===== src/rtl/vend_controller.sv =====
// Multi-slot vending sequencer: credit, per-slot stock, dispense and change handshakes.
// All outputs registered; one-cycle decision latency from any strobe or ack.
module vend_controller #(
    parameter int NUM_SLOTS  = 4,
    parameter int PRICE      = 3,
    parameter int CREDIT_W   = 4,
    parameter int STOCK_W    = 4,
    parameter int INIT_STOCK = 8,
    parameter int TIMEOUT    = 1000
) (
    input  logic                 clk,
    input  logic                 rst,
    input  logic                 coin_valid,
    input  logic [1:0]           coin_val,
    input  logic                 cancel,
    input  logic                 sel_valid,
    input  logic [1:0]           sel_id,
    input  logic                 restock_valid,
    input  logic [1:0]           restock_id,
    input  logic [STOCK_W-1:0]   restock_cnt,
    output logic                 disp_req,
    output logic [1:0]           disp_id,
    input  logic                 disp_ack,
    output logic                 chg_req,
    input  logic                 chg_ack,
    output logic [CREDIT_W-1:0]  credit,
    output logic [NUM_SLOTS-1:0] sold_out,
    output logic                 coin_reject,
    output logic                 busy
);

    localparam int TMO_W = (TIMEOUT > 2) ? $clog2(TIMEOUT) : 1;
    localparam logic [TMO_W-1:0]    TMO_LAST   = TMO_W'(TIMEOUT - 1);
    localparam logic [CREDIT_W-1:0] PRICE_C    = CREDIT_W'(PRICE);
    localparam logic [CREDIT_W:0]   CREDIT_MAX = {1'b0, {CREDIT_W{1'b1}}};

    typedef enum logic [1:0] {
        IDLE     = 2'd0,
        CREDIT   = 2'd1,
        DISPENSE = 2'd2,
        CHANGE   = 2'd3
    } state_t;

    state_t             state;
    logic [TMO_W-1:0]   tmo;
    logic [STOCK_W-1:0] stock     [NUM_SLOTS];
    logic [STOCK_W-1:0] stock_nxt [NUM_SLOTS];

    logic [CREDIT_W:0] coin_sum;
    logic [STOCK_W:0]  restock_sum;
    logic              coin_ok;
    logic              sel_ok;

    assign coin_sum    = {1'b0, credit} + {{(CREDIT_W-1){1'b0}}, coin_val};
    assign coin_ok     = ((coin_val == 2'b01) || (coin_val == 2'b10)) && (coin_sum <= CREDIT_MAX);
    assign sel_ok      = sel_valid && (credit >= PRICE_C) && (stock[sel_id] != '0);
    assign restock_sum = {1'b0, stock[restock_id]} + {1'b0, restock_cnt};

    // Stock only moves on a completed dispense or an IDLE restock (saturating).
    always_comb begin
        stock_nxt = stock;
        if (state == DISPENSE && disp_ack) begin
            stock_nxt[disp_id] = stock[disp_id] - STOCK_W'(1);
        end else if (state == IDLE && restock_valid) begin
            stock_nxt[restock_id] = restock_sum[STOCK_W] ? '1 : restock_sum[STOCK_W-1:0];
        end
    end

    always_ff @(posedge clk) begin
        if (rst) begin
            state       <= IDLE;
            credit      <= '0;
            tmo         <= '0;
            disp_req    <= 1'b0;
            disp_id     <= 2'd0;
            chg_req     <= 1'b0;
            coin_reject <= 1'b0;
            busy        <= 1'b0;
            sold_out    <= {NUM_SLOTS{INIT_STOCK == 0}};
            for (int i = 0; i < NUM_SLOTS; i++) stock[i] <= STOCK_W'(INIT_STOCK);
        end else begin
            coin_reject <= 1'b0;
            stock       <= stock_nxt;
            for (int i = 0; i < NUM_SLOTS; i++) sold_out[i] <= (stock_nxt[i] == '0);

            case (state)
                IDLE: begin
                    if (coin_valid) begin
                        if (coin_ok) begin
                            credit <= coin_sum[CREDIT_W-1:0];
                            tmo    <= '0;
                            state  <= CREDIT;
                        end else begin
                            coin_reject <= 1'b1;
                        end
                    end
                end

                // Priority: cancel, then an accepted selection, then coins, then timeout.
                CREDIT: begin
                    if (cancel) begin
                        coin_reject <= coin_valid;
                        chg_req     <= 1'b1;
                        busy        <= 1'b1;
                        state       <= CHANGE;
                    end else if (sel_ok) begin
                        coin_reject <= coin_valid;
                        disp_req    <= 1'b1;
                        disp_id     <= sel_id;
                        busy        <= 1'b1;
                        state       <= DISPENSE;
                    end else if (coin_valid) begin
                        tmo <= '0;
                        if (coin_ok) credit <= coin_sum[CREDIT_W-1:0];
                        else         coin_reject <= 1'b1;
                    end else if (sel_valid) begin
                        tmo <= '0;
                    end else if (tmo == TMO_LAST) begin
                        chg_req <= 1'b1;
                        busy    <= 1'b1;
                        state   <= CHANGE;
                    end else begin
                        tmo <= tmo + TMO_W'(1);
                    end
                end

                DISPENSE: begin
                    coin_reject <= coin_valid;
                    if (disp_ack) begin
                        disp_req <= 1'b0;
                        credit   <= credit - PRICE_C;
                        if (credit != PRICE_C) begin
                            chg_req <= 1'b1;
                            state   <= CHANGE;
                        end else begin
                            busy  <= 1'b0;
                            state <= IDLE;
                        end
                    end
                end

                CHANGE: begin
                    coin_reject <= coin_valid;
                    if (chg_ack) begin
                        credit <= credit - CREDIT_W'(1);
                        if (credit == CREDIT_W'(1)) begin
                            chg_req <= 1'b0;
                            busy    <= 1'b0;
                            state   <= IDLE;
                        end
                    end
                end

                default: state <= IDLE;
            endcase
        end
    end

endmodule


===== config.mk =====
export PLATFORM = sky130hd
export DESIGN_NAME = vend_controller
export DESIGN_NICKNAME = d
export VERILOG_FILES = /design/src/rtl/vend_controller.sv
export SDC_FILE = /design/constraint.sdc
export NUM_CORES = 1
export LEC_CHECK = 0
export CAP_MARGIN = 20
export CORE_MARGIN = 5
export CORE_UTILIZATION = 50
export CTS_CLUSTER_SIZE = 40
export DETAILED_ROUTE_END_ITERATION = 16
export GPL_ROUTABILITY_DRIVEN = 0
export HOLD_SLACK_MARGIN = 0.15
export PLACE_DENSITY = 0.84
export SYNTH_ARGS = -nofsm -noshare
export SYNTH_HDL_FRONTEND = slang
export SYNTH_SLANG_ARGS = --single-unit

===== constraint.sdc =====
create_clock -name clk -period 3.4 [get_ports clk]
set_clock_uncertainty 0.1 [all_clocks]
set_input_delay 0.68 -clock clk [delete_from_list [all_inputs] [get_ports clk]]
set_output_delay 0.68 -clock clk [all_outputs]
set_load 0.02 [all_outputs]

==> summary.md <==
| Metric | Value |
|---|---|
| Status | `finished clean` |
| Most numerous cell in the Yosys netlist | `dfxtp_1` |
| Register area share after synthesis | `0.295` |
| Critical path's most frequent cell | `buf_4` |
| Switching Fraction | `0.422` |
| Max Freq | `0.310 GHz` |
| # setup viols final | `0` |
| Clock Power Share | `0.159` |
| GRT met1 Usage | `0.300` |
| Switching Power | `0.000888 W` |
| Die X-Extent | `85.5 µm` |
| Yosys top cell area share | `0.295` |
| Crit Path Class | `input port to flop` |
| R2r worst-path depth | `9` |
| Number of DRC markers in iteration 0 | `326` |
| TritonCTS clock tree | `built` |
| Proportion of layout cells with a drive suffix above 1 | `0.165` |
| Synth Warn # | `0` |
| Max-slew headroom | `0.454` |
| Part of the power in registers | `0.346` |
| Largest net degree at the start of global routing | `26` |
| Worst Path Max Fanout | `6` |
| Actual slew at the worst max-slew pin | `0.808 ns` |
| Seq cells post-synth | `42` |
| Initial Util | `0.515` |
| Pwr dens | `592 nW/µm²` |
| Critical R2R Capture | `sold_out[3]` |
| HPWL Detailed | `5770 µm` |
| Initial antenna violation count | `0` |
| GRT Total Usage | `0.242` |
| Internal power | `0.00122 W` |
| Synth top area cells | `dfxtp_1 29%, mux4_2 7.9%, ha_1 4.8%` |
| Die height | `85.5 µm` |
| Syn Nets | `354` |
| Post-route antenna net violation count | `0` |
| Avg Cell Area, Syn | `8.83 µm²` |
| First-pass GRT wire length | `14500 µm` |
| Vias per inst | `6.79` |
| CTS clk-pin slew, worst paths | `0.09 ns` |
| Mapped Cells | `323` |
| DR pass1 iterations | `6` |
| Crit share post-route | `0.949` |
| Leak | `1.29 nW` |
| # port buffers | `31` |
| Drt drc | `0` |
| Worst-Skew Late Latency | `0.30 ns` |
| Met2 global-route usage | `0.383` |
| # clock sinks | `42` |
| I/O pin cnt | `32` |
| Mapped Area | `2850 µm²` |
| Hold-critical path depth | `2` |
| Clock period minus worst slack | `3.23 ns` |
| Arrival time worst endpoint | `3.31 ns` |
| Required @ worst endpoint | `3.48 ns` |
| CTS Buf Count | `5` |
| CP max stage cell | `clkdlybuf4s50_1` |
| Htree depth | `2` |
| Endpoints failing hold | `0` |
| Max_cap viols | `0` |
| VDD IR max | `0.517 mV` |
| Met3 usage | `0.0567` |
| CP Cell Sequence | `clkdlybuf4s50_1 -> buf_4 -> buf_4 -> mux4_2 -> ha_4 -> buf_4 -> nor4bb_4 -> nor3_4 -> a222oi_1 -> buf_4 -> buf_4 -> nor2_1` |
| # hold bufs at CTS | `0` |
| Area growth syn-to-layout | `24.8%` |
| Max clock buf depth | `2` |
| Combinational power share | `0.495` |
| Most crowded layer after global routing | `met2` |
| Core area | `5540 µm²` |
| Grt total ovfl | `0` |
| Synth async-reset ratio | `0` |
| Cell variety after synth | `65` |
| CP Capture Point | `stock[6]` |
| Final slew viol count | `0` |
| RSZ-0062 raised after global routing | `no` |
| Drt wl/cell | `19.7 µm` |
| Vias in the first global route | `3019` |
| R2R setup slack | `0.49 ns` |
| Hold/Removal Path Class | `flop to flop` |
| Antenna fix cells | `0` |
| Setup crit end kind | `flop` |
| Nets | `400` |
| Routed WL | `8700 µm` |
| Die area | `7320 µm²` |
| CTS Root Cell | `clkbuf_8` |
| Placed cells | `433` |
| Power Total | `0.00211 W` |
| Layout Cells excl Fill | `442` |
| Post-synth EDFFs | `0` |
| DR vias | `3000` |
| Critical path launch point type | `input port` |
| Synth area leader | `dfxtp_1` |
| Crit path from | `restock_id[1]` |
| Worst r2r src | `stock[8]` |
| Prevailing post-synth register cell | `dfxtp_1` |
| Most common library cells after synthesis | `42 x dfxtp_1, 32 x nor2_1, 23 x nand2_1` |
| Crit path largest cell delay | `0.49 ns` |
| Site row count | `27` |
| Final TNS setup | `0 ns` |
==> cell usage in the layout (no fill, tap or decap), types with 3 or more instances in the layout <==
cell type	Yosys	final
or2_2	4	4
o31ai_1	4	4
a221o_1	11	11
o31a_1	3	3
inv_1	11	11
a31oi_1	3	3
o21ai_0	3	3
clkbuf_8	0	6
ha_1	11	8
nand4_1	3	3
nand3_1	13	13
dfxtp_1	42	42
and2_1	16	16
a21oi_1	13	11
buf_4	0	22
mux2i_1	4	4
nor4_1	9	7
or4_1	5	5
nor3_1	8	7
and3_1	3	3
o21ai_1	3	3
nand2_1	23	22
xnor2_1	4	4
or3_1	3	3
clkdlybuf4s50_1	0	30
nor2_1	32	32
a21o_1	4	4
mux4_2	10	10
nor2b_1	6	6
a221oi_1	4	4
a22oi_1	5	5
o211ai_1	4	4
==> how the worst min path moves through the flow <==
stage                 from     end  slack (ns)
floorplan           tmo[9]  tmo[9]        0.33
global placement    tmo[9]  tmo[9]        0.35
detailed placement  tmo[9]  tmo[9]        0.35
CTS                 tmo[9]  tmo[9]        0.36
global route        tmo[9]  tmo[9]        0.39
finish              tmo[9]  tmo[9]        0.36
==> repair_timing <==
action | 4_1_cts | 5_1_grt
pin swaps | 5 | 7
setup endpoints to repair | 8 | 14
buffers inserted | 1 | 0
resized for setup | 11 | 8
==> critical path: cells and delay by family <==
kind | cells | cell delay, ns
AO/OA/AOI/OAI | 1 | 0.43
buffers and inverters | 6 | 1.15
adder cells (fa/ha/maj) | 1 | 0.32
AND/OR/NAND/NOR | 3 | 0.41
multiplexers | 1 | 0.33
==> area by class of cell <==
| type | count | area (µm²) |
|---|---|---|
| inverters | 13 | 48.8 |
| clock buffers | 7 | 86.3 |
| well taps | 72 | 90.1 |
| repair buffers | 53 | 478 |
| flip-flops and latches | 42 | 841 |
| multi-input cells | 254 | 2010 |
| clock inverters | 1 | 5.00 |
| fillers | 453 | 1980 |
==> registers in the layout, summed over array words and instances, names as in the netlist <==
name	count
disp_req	1
coin_reject	1
credit	4
busy	1
chg_req	1
sold_out	4
state	2
disp_id	2
stock	16
tmo	10
==> per-layer routing <==
layer  vias to the layer above  part of all wire
li1                       1345                 -
met1                      1378              0.39
met2                       222              0.46
met3                        55              0.10
met4                         0             0.054
met5                         -                 0
==> kinds of logic (layout without fill, tap and decap cells) <==
logic type,Yosys count,count (layout),share of synthesized area
compound gates,81,81,0.224
xor+xnor,6,6,0.0184
fa+ha+maj,13,13,0.0623
buf+inv,27,74,0.0386
flops,42,42,0.295
mux,16,16,0.101
simple gates,138,138,0.261
==> stage by stage <==
| stage | hold WS [ns] | instance area (µm²) | worst slack [ns] | utilization |
|---|---|---|---|---|
| after CTS | 0.359 | 3520 | 0.00223 | 0.636 |
| after global placement | 0.350 | 3350 | -0.351 | 0.605 |
| final | 0.355 | 3560 | 0.174 | 0.643 |
| after floorplan | 0.332 | 2850 | 0.0843 | - |
| after detailed placement | 0.348 | 3350 | -0.650 | 0.605 |
| after global routing | 0.388 | 3560 | 0.0803 | 0.643 |
==> power groups by stage <==
stage | registers (W) | clock network [W] | logic [W]
global placement | 0.000732 | 0 | 0.000916
detailed placement | 0.000732 | 0 | 0.000939
global route | 0.000747 | 0.000357 | 0.00112
CTS | 0.000722 | 0.000337 | 0.000986
finish | 0.000730 | 0.000335 | 0.00104
floorplan | 0.000686 | 0 | 0.000660
Note: power is estimated with default switching activity, not from simulation.
